## config.mk

```make
export PLATFORM = sky130hd
export DESIGN_NAME = pipeline_hazard_ctrl
export DESIGN_NICKNAME = d
export VERILOG_FILES = /design/src/rtl/hazard_pkg.sv /design/src/rtl/load_use_detect.sv /design/src/rtl/pipeline_hazard_ctrl.sv
export SDC_FILE = /design/constraint.sdc
export NUM_CORES = 1
export LEC_CHECK = 0
export ABC_AREA = 0
export ABC_CLOCK_PERIOD_IN_PS = 2220
export CAP_MARGIN = 20
export CORE_ASPECT_RATIO = 2
export CORE_MARGIN = 4
export CORE_UTILIZATION = 45
export DETAILED_ROUTE_END_ITERATION = 10
export GPL_TIMING_DRIVEN = 0
export HOLD_SLACK_MARGIN = 0.15
export PLACE_DENSITY = 0.83
export SLEW_MARGIN = 25
export SYNTH_ARGS = -nofsm -noshare
export SYNTH_HDL_FRONTEND = slang
export SYNTH_SLANG_ARGS = --single-unit
```

## constraint.sdc

```tcl
create_clock -name clk -period 2.22 [get_ports clk]
set_input_delay 0.222 -clock clk [delete_from_list [all_inputs] [get_ports clk]]
set_output_delay 0.222 -clock clk [all_outputs]
set_load 0.005 [all_outputs]
```

## src/rtl/hazard_pkg.sv

```systemverilog
// Shared types and constants for the pipeline hazard controller.
package hazard_pkg;

  typedef enum logic {RUN, MD_BUSY} hz_state_t;

  localparam int          REG_AW = 5;
  localparam logic [31:0] NOP    = 32'h0000_0013;  // addi x0, x0, 0

endpackage

```

## src/rtl/load_use_detect.sv

```systemverilog
// Load-use hazard comparator: a load in EX whose rd feeds rs1/rs2 of the ID instruction.
module load_use_detect
  import hazard_pkg::*;
#(
  parameter int AW = REG_AW
) (
  input  logic [AW-1:0] rs1_i,
  input  logic [AW-1:0] rs2_i,
  input  logic [AW-1:0] rd_i,
  input  logic          mem_read_i,
  output logic          hazard_o
);

  // x0 is hard-wired zero, so a load targeting it never produces a dependency
  assign hazard_o = mem_read_i && (rd_i != '0) && ((rd_i == rs1_i) || (rd_i == rs2_i));

endmodule

```

## src/rtl/pipeline_hazard_ctrl.sv

```systemverilog
// Stall/flush sequencer: load-use bubbles, branch squash, MUL/DIV handshake and stall statistics.
module pipeline_hazard_ctrl
  import hazard_pkg::*;
#(
  parameter int REG_AW     = hazard_pkg::REG_AW,
  parameter int CNT_W      = 16,
  parameter int MD_TIMEOUT = 64
) (
  input  logic              clk,
  input  logic              rst_n,
  input  logic [REG_AW-1:0] if_id_rs1,
  input  logic [REG_AW-1:0] if_id_rs2,
  input  logic [REG_AW-1:0] id_ex_rd,
  input  logic              id_ex_mem_read,
  input  logic              id_ex_md_op,
  input  logic              branch_taken,
  input  logic              md_done,
  output logic              pc_write,
  output logic              if_id_write,
  output logic              if_id_flush,
  output logic              id_ex_write,
  output logic              id_ex_flush,
  output logic              ex_mem_bubble,
  output logic              md_start,
  output logic              md_error,
  output logic [CNT_W-1:0]  stall_count
);

  localparam int               TO_W    = $clog2(MD_TIMEOUT + 1);
  localparam logic [TO_W-1:0]  TO_LAST = TO_W'(MD_TIMEOUT - 1);

  hz_state_t          state_q, state_d;
  logic [TO_W-1:0]    to_cnt_q, to_cnt_d;
  logic               md_error_q, md_error_d;
  logic [CNT_W-1:0]   stall_q, stall_d;
  logic               load_use;

  load_use_detect #(.AW(REG_AW)) u_lud (
    .rs1_i      (if_id_rs1),
    .rs2_i      (if_id_rs2),
    .rd_i       (id_ex_rd),
    .mem_read_i (id_ex_mem_read),
    .hazard_o   (load_use)
  );

  always_comb begin
    state_d       = state_q;
    to_cnt_d      = to_cnt_q;
    md_error_d    = md_error_q;
    pc_write      = 1'b1;
    if_id_write   = 1'b1;
    if_id_flush   = 1'b0;
    id_ex_write   = 1'b1;
    id_ex_flush   = 1'b0;
    ex_mem_bubble = 1'b0;
    md_start      = 1'b0;

    unique case (state_q)
      RUN: begin
        if (branch_taken) begin
          if_id_flush = 1'b1;
          id_ex_flush = 1'b1;
        end else if (id_ex_md_op) begin
          md_start      = 1'b1;
          pc_write      = 1'b0;
          if_id_write   = 1'b0;
          id_ex_write   = 1'b0;
          ex_mem_bubble = 1'b1;
          to_cnt_d      = '0;
          state_d       = MD_BUSY;
        end else if (load_use) begin
          pc_write    = 1'b0;
          if_id_write = 1'b0;
          id_ex_flush = 1'b1;
        end
      end
      MD_BUSY: begin
        if (md_done) begin
          // result lands in EX/MEM this cycle, so the whole pipe may advance
          to_cnt_d = '0;
          state_d  = RUN;
        end else begin
          pc_write      = 1'b0;
          if_id_write   = 1'b0;
          id_ex_write   = 1'b0;
          ex_mem_bubble = 1'b1;
          if (to_cnt_q == TO_LAST) begin
            md_error_d = 1'b1;
            to_cnt_d   = '0;
            state_d    = RUN;
          end else begin
            to_cnt_d = to_cnt_q + 1'b1;
          end
        end
      end
      default: state_d = RUN;
    endcase

    // hold the pipe in its free-running configuration while reset is asserted
    if (!rst_n) begin
      pc_write      = 1'b1;
      if_id_write   = 1'b1;
      if_id_flush   = 1'b0;
      id_ex_write   = 1'b1;
      id_ex_flush   = 1'b0;
      ex_mem_bubble = 1'b0;
      md_start      = 1'b0;
    end
  end

  always_comb begin
    stall_d = stall_q;
    if (!pc_write && (stall_q != {CNT_W{1'b1}}))
      stall_d = stall_q + 1'b1;
  end

  always_ff @(posedge clk or negedge rst_n) begin
    if (!rst_n) begin
      state_q    <= RUN;
      to_cnt_q   <= '0;
      md_error_q <= 1'b0;
      stall_q    <= '0;
    end else begin
      state_q    <= state_d;
      to_cnt_q   <= to_cnt_d;
      md_error_q <= md_error_d;
      stall_q    <= stall_d;
    end
  end

  assign md_error    = md_error_q;
  assign stall_count = stall_q;

endmodule

```

==> key figures, run 1 <==
Global route
  • Number of global-route vias before repair: 1370
  • Initial antenna violation count: 0
  • Total GRT Usage: 20.28%
  • First-pass GRT wire length: 6.161 mm
  • Pin count of the biggest net entering global routing: 26
  • Total congestion overflow: 0

Place
  • Final HPWL DP: 2.872 mm
  • Gpl congestion: 0.7728
  • Area post-placement: 1854 µm²
  • PortBufs: 44

Worst setup path
  • R2R Setup Slk: 0.14 ns
  • Setup crit start kind: input pin
  • Cell mode on critical path: nor3_1
  • Class of the most critical setup path: input pin to output pin
  • Largest stage delay on the critical path: 0.42 ns
  • Critical Path Fanout Max: 2
  • R2R Path Start: stall_count[2]
  • Crit path required time: 2.00 ns
  • Nature of the critical path endpoint: output pin
  • R2r worst-path depth: 7
  • CP cell instances: clkdlybuf4s50_1 > xor2_1 > nor3_1 > a22oi_2 > buf_4 > nor3_2 > nor2_1 > nor3_1 > dlygate4sd2_1
  • Worst Path Arrival: 1.90 ns
  • R2r endpoint: stall_count[3]
  • Slowest stage cell, crit path: clkdlybuf4s50_1

Routing
  • DRT Wirelength: 3.880 mm
  • Wire length per cell: around 17 µm
  • Pre-Repair DR Iteration Count: 4
  • Total number of vias: 1273
  • Post-DRT Antenna Nets: 0
  • DR iter-0 viols: 21
  • Via/cell ratio: 5.658
  • # DRC: 0

Run status
  • Status: complete, no violations

Finish
  • Layout cells sized above 1: roughly a tenth
  • Final net count: 219
  • Post-route cell area: 1994 µm²
  • Area Overhead vs Synth: 44.38%
  • Multi-input combinational cell area: between 700 and 800 µm²
  • Final core utilization: 67.77%
  • Sequential cell area: roughly 630 µm²
  • Fillers: between 200 and 300
  • Most frequent cells in the layout: clkdlybuf4s50_1, dfrtp_1, xnor2_1, nor2_1, xor2_1
  • N_diodes: 0
  • Commonest non-fill, non-tap cell in the layout: clkdlybuf4s50_1

Clocking
  • CTS Buffer Depth: 2
  • CTS sink count: 25
  • CTS tree: done
  • Root Buffer: clkbuf_8
  • Clock slew at reported path FFs: 0.08 ns
  • Clock buffer count from CTS: 3
  • Clk Latency, worst-skew pair: 0.26 ns
  • Clock H-tree levels: 1

Synth
  • Syn nets: about 160
  • Netlist Area Pre-Place: 1381 µm²
  • Synthesized flop and latch total: 25
  • Seq/Total Area, Yosys: a little under half
  • Warnings from Yosys: 0
  • Cells after Synth: 141
  • Cell variety after synth: 32
  • Avg Cell Area, Syn: 9.797 µm²

Power
  • Power Density: 599.0 nW/µm²
  • Max IR drop VDD: 0.6449 mV
  • Leak Pwr: 0.8527 nW

Flow run
  • Max Cap Viol: 0

Timing
  • Worst Tran Pin Value: 0.5771 ns
  • Final period util: between 90% and 100%
  • RSZ-0062 raised after global routing: no
  • Final Skew: 0.0008686 ns
  • Max_slew headroom: 61.12%
  • Final setup vio count: 0
  • Hold Fails Final Rpt: 0
  • Min Tclk post-route: 2.124 ns
  • Final count of pins violating max slew: 0
  • F_max: 470.9 MHz

Min path
  • Hold Crit Depth: 2
  • Hold path endpoint: md_error
  • Min-delay src: md_error
  • Worst min-delay path category: flip-flop to flip-flop

Floorplan
  • Initial Util: between 40 and 50%
  • Die H: 86.35 µm
  • Row cnt: 28
  • Die X: 47.18 µm
  • Die ar.: 4074 µm²
  • Core area: 2943 µm²
  • Ports: 45
==> synth_stat cells, drive strengths merged <==
library cell	count	area share (%)
buf	2	1.4
nand3	9	3.3
inv	4	1.1
o31ai	2	1.1
ha	2	1.8
a221o	1	0.72
a211o	1	0.63
nand2	11	3.0
a22oi	1	0.54
or4	1	0.54
mux2	2	1.6
and4	3	2.1
xor2	12	7.6
a31oi	1	0.45
o211ai	1	0.54
nor2	12	3.3
nand2b	2	0.91
and2b	1	0.54
nor3	5	1.8
dfrtp	25	45
and3	4	1.8
o31a	1	0.63
nor2b	3	1.4
nand4	8	3.6
a22o	1	0.63
xnor2	13	8.2
a21oi	4	2.3
o21ai	9	3.3
==> report_power, final <==
part	internal [mW]	total (mW)	switching [mW]
sequential	0.507	0.589	0.0817
clock	0.128	0.263	0.135
combinational	0.200	0.343	0.143
total	0.835	1.19	0.359
==> worst max-delay path by stage <==
stage | cells past startpoint | end | start
2_1_floorplan | 7 | stall_count[3] | stall_count[2]
6_report | 9 | id_ex_flush | if_id_rs2[4]
3_3_place_gp | 6 | pc_write | rst_n
3_5_place_dp | 7 | pc_write | branch_taken
5_1_grt | 9 | id_ex_flush | if_id_rs2[4]
4_1_cts | 6 | if_id_write | if_id_rs2[4]
==> logic make-up after synthesis <==
group,count (synthesis),synth area share (%)
flops,25,45.29
mux,2,1.630
fa+ha+maj,2,1.811
compound gates,22,10.78
xor+xnor,25,15.85
simple gates,59,22.19
buf+inv,6,2.445
==> layer usage <==
| metal | up-vias | part of all wire [%] | wire length [µm] | GRT usage (%) |
|---|---|---|---|---|
| li1 | 604 | - | - | - |
| met3 | 6 | 5.8 | 226 | 2.911 |
| met1 | 618 | 35 | 1359 | 21.61 |
| met4 | 0 | 1.4 | 53 | 7.305 |
| met2 | 45 | 58 | 2241 | 37.42 |
| met5 | - | 0 | 0 | 0 |
==> registers in the layout, summed over array words and instances (netlist names) <==
signal and cells:
to_cnt_q 7, stall_count 16, state_q 1, md_error 1
==> metrics by stage <==
step	TNS (ns)	setup WS, ns	instances	power (mW)	hold WS (ns)
2_1_floorplan	0	0.3510	141	0.7123	-0.07359
3_3_place_gp	-13.70	-0.8838	215	0.9044	0.4493
3_5_place_dp	-1.140	-0.3390	215	0.9173	0.2543
4_1_cts	0	0.006849	224	1.203	0.4855
5_1_grt	0	0.002006	225	1.267	0.5038
6_report	0	0.09645	225	1.195	0.4853
==> timing repair <==
item                                    CTS  global route
resized for setup                        14             2
setup buffers                             3             1
hold buffers                              2             0
endpoints found under the setup margin    5             1
pin swaps                                 4             2
hold endpoints to repair                 25             0
==> final cells by class <==
type	instances	area share, %
Buffer	2	0.9410
Clock buffer	4	2.258
Inverter	4	0.7528
Multi-Input combinational cell	110	38.27
Sequential cell	25	31.37
Tap cell	30	1.882
Timing Repair Buffer	50	24.53
==> worst max-delay path: cells and delay by family <==
family / cells / cell delay (ns)
AO/OA/AOI/OAI: 1 / 0.12
XOR/XNOR: 1 / 0.16
buffers and inverters: 3 / 0.84
AND/OR/NAND/NOR: 4 / 0.56
Power figures use the tool's default switching activity.
==> run 2: changes to the inputs <==
--- a/config.mk
+++ b/config.mk
@@ -6,15 +6,15 @@
 export NUM_CORES = 1
 export LEC_CHECK = 0
 export ABC_AREA = 0
-export ABC_CLOCK_PERIOD_IN_PS = 2220
+export ABC_CLOCK_PERIOD_IN_PS = 2500
 export CAP_MARGIN = 20
 export CORE_ASPECT_RATIO = 2
 export CORE_MARGIN = 4
-export CORE_UTILIZATION = 45
+export CORE_UTILIZATION = 49
 export DETAILED_ROUTE_END_ITERATION = 10
 export GPL_TIMING_DRIVEN = 0
 export HOLD_SLACK_MARGIN = 0.15
-export PLACE_DENSITY = 0.83
+export PLACE_DENSITY = 0.89
 export SLEW_MARGIN = 25
 export SYNTH_ARGS = -nofsm -noshare
 export SYNTH_HDL_FRONTEND = slang
==> constraint.sdc (replaced) <==
create_clock -name clk -period 2.5 [get_ports clk]
set_input_delay 0.25 -clock clk [delete_from_list [all_inputs] [get_ports clk]]
set_output_delay 0.25 -clock clk [all_outputs]
set_load 0.005 [all_outputs]
==> key figures, run 2 (same netlist as run 1, synthesis figures left out) <==
Finish
  • Final core utilization: a little under three quarters
  • Final Instance Count excl. Fillers: 221
  • Post-route cell area: between 1500 and 2000 µm²
  • Most frequent cells in the layout: clkdlybuf4s50_1, dfrtp_1, xnor2_1, nor2_1
  • Area Overhead vs Synth: 42.48%
  • Fillers: 203
  • N_diodes: 0
  • Final net count: roughly 220
  • Max reg flops: 16
  • Layout cells sized above 1: 9.375%
  • Commonest non-fill, non-tap cell in the layout: clkdlybuf4s50_1

Global route
  • First-pass GRT wire length: roughly 6.2 mm
  • Total GRT Usage: 21.04%
  • Number of global-route vias before repair: 1343
  • Initial antenna violation count: 0
  • Total congestion overflow: 0
  • Pin count of the biggest net entering global routing: 26

Timing
  • Sum Neg Setup Slack: 0 ns
  • F_max: 419.2 MHz
  • Final period util: 95.42%
  • Min Tclk post-route: roughly 2.4 ns
  • Final Skew: 0.005474 ns
  • RSZ-0062 raised after global routing: no
  • Final count of pins violating max slew: 0
  • Worst Tran Pin Value: 0.5823 ns
  • Final setup vio count: 0
  • Hold Fails Final Rpt: 0
  • Setup WS post-layout: around 0.11 ns
  • Max_slew headroom: 60.77%
  • Worst hold slack: 0.4726 ns

Routing
  • Wire length per cell: 16.78 µm
  • Via/cell ratio: 5.846
  • Pre-Repair DR Iteration Count: 4
  • # DRC: 0
  • DRT Wirelength: 3.708 mm
  • Total number of vias: 1292
  • Post-DRT Antenna Nets: 0
  • DR iter-0 viols: 38

Worst setup path
  • Slowest stage cell, crit path: clkdlybuf4s50_1
  • Class of the most critical setup path: input pin to output pin
  • Setup crit start kind: input pin
  • R2r worst-path depth: 7
  • CP delay by family, top: buffers and inverters
  • Worst Path Arrival: 2.14 ns
  • Crit path required time: 2.25 ns
  • Cell mode on critical path: clkdlybuf4s50_1
  • CP cell instances: clkdlybuf4s50_1 > inv_1 > a21oi_4 > a211o_1 > o31a_1 > buf_4 > clkdlybuf4s50_1
  • Nature of the critical path endpoint: output pin
  • Worst path depth: 7
  • Critical Path Fanout Max: 8
  • Largest stage delay on the critical path: 0.52 ns
  • Sum of buffers and inverters on the critical path: 4

Min path
  • Worst min-delay path category: flip-flop to flip-flop
  • Hold Crit Depth: 2

Flow run
  • Max Cap Viol: 0

Place
  • Post-Place Cells: between 200 and 250
  • Area post-placement: 1853 µm²
  • Gpl congestion: 0.8118
  • PortBufs: 44
  • Setup Slack @ Placement: -0.1067 ns
  • Final HPWL DP: 2.733 mm

Power
  • Leak Pwr: 0.8544 nW
  • Max IR drop VDD: approximately 0.43 mV
  • Total power: around 1.1 mW
  • Power Density: 538.8 nW/µm²

Floorplan
  • Die H: 83.09 µm
  • Row cnt: 27
  • Die X: 45.55 µm
  • Core area: 2736 µm²
  • Initial Util: 50.48%
  • Die ar.: around 3800 µm²
  • Ports: 45

Clocking
  • Clk Latency, worst-skew pair: 0.27 ns
  • Clock slew at reported path FFs: 0.09 ns
  • Clock buffer count from CTS: 3
  • CTS tree: done
  • Clock H-tree levels: 1
  • CTS Buffer Depth: 2
  • CTS sink count: 25
  • Root Buffer: clkbuf_8

Run status
  • Status: complete, no violations
==> run 2: cell types whose count changed in the layout (fill, tap and decap cells not counted), moves of 2 or more <==
cell	before	now
dlygate4sd2_1	7	2
clkdlybuf4s50_1	35	38
buf_4	5	2
dlymetal6s2s_1	1	3
==> run 2: timing repair <==
action                                  CTS  global route
hold buffers                              1             1
setup buffers                             1             0
hold endpoints to repair                 25            25
endpoints found under the setup margin    2             2
resized for setup                         6             7
pin swaps                                 2             2
==> run 2: power breakdown <==
part	total (mW)	switching [mW]	internal (mW)	leakage (nW)
Clock	0.239	0.127	0.112	0.0255
Sequential	0.522	0.0722	0.450	0.333
Combinational	0.299	0.125	0.175	0.496
Total	1.06	0.324	0.737	0.854
==> run 2: final cells by class <==
type / instances / area [µm²] / area share (%)
tap: 29 / 36.28 / 1.844
inverter: 4 / 15.01 / 0.7629
clock buffer: 3 / 41.29 / 2.098
sequential: 25 / 625.6 / 31.79
buffer: 2 / 18.77 / 0.9536
timing repair buffer: 47 / 462.9 / 23.52
multi-input combinational: 110 / 763.2 / 38.78
clock inverter: 1 / 5.005 / 0.2543
==> run 2: path summary, 6_finish.rpt <==
check | startpoint | endpoint | slack [ns]
min in group asynchronous | rst_n | to_cnt_q[1] | 0.64
setup reg to reg | stall_count[0] | stall_count[4] | 0.45
hold / removal | md_error | md_error | 0.47
hold reg to reg | md_error | md_error | 0.47
setup / recovery | branch_taken | pc_write | 0.11
max in group asynchronous | rst_n | stall_count[13] | 1.50
==> run 2: worst reg2reg max path: stages, from the launching register on <==
cell	delay, ns
dfrtp_1	0.45
ha_1	0.28
and4_1	0.22
a221o_1	0.35
a21oi_4	0.21
buf_6	0.17
nand4_1	0.12
xnor2_1	0.15
==> run 2: metal layers <==
layer	GRT usage [%]	wire, µm	vias to the layer above
met5	0	0	-
met4	8.800	94	0
met3	3.688	260	9
met2	36.05	2060	50
met1	23.94	1293	634
li1	-	-	599
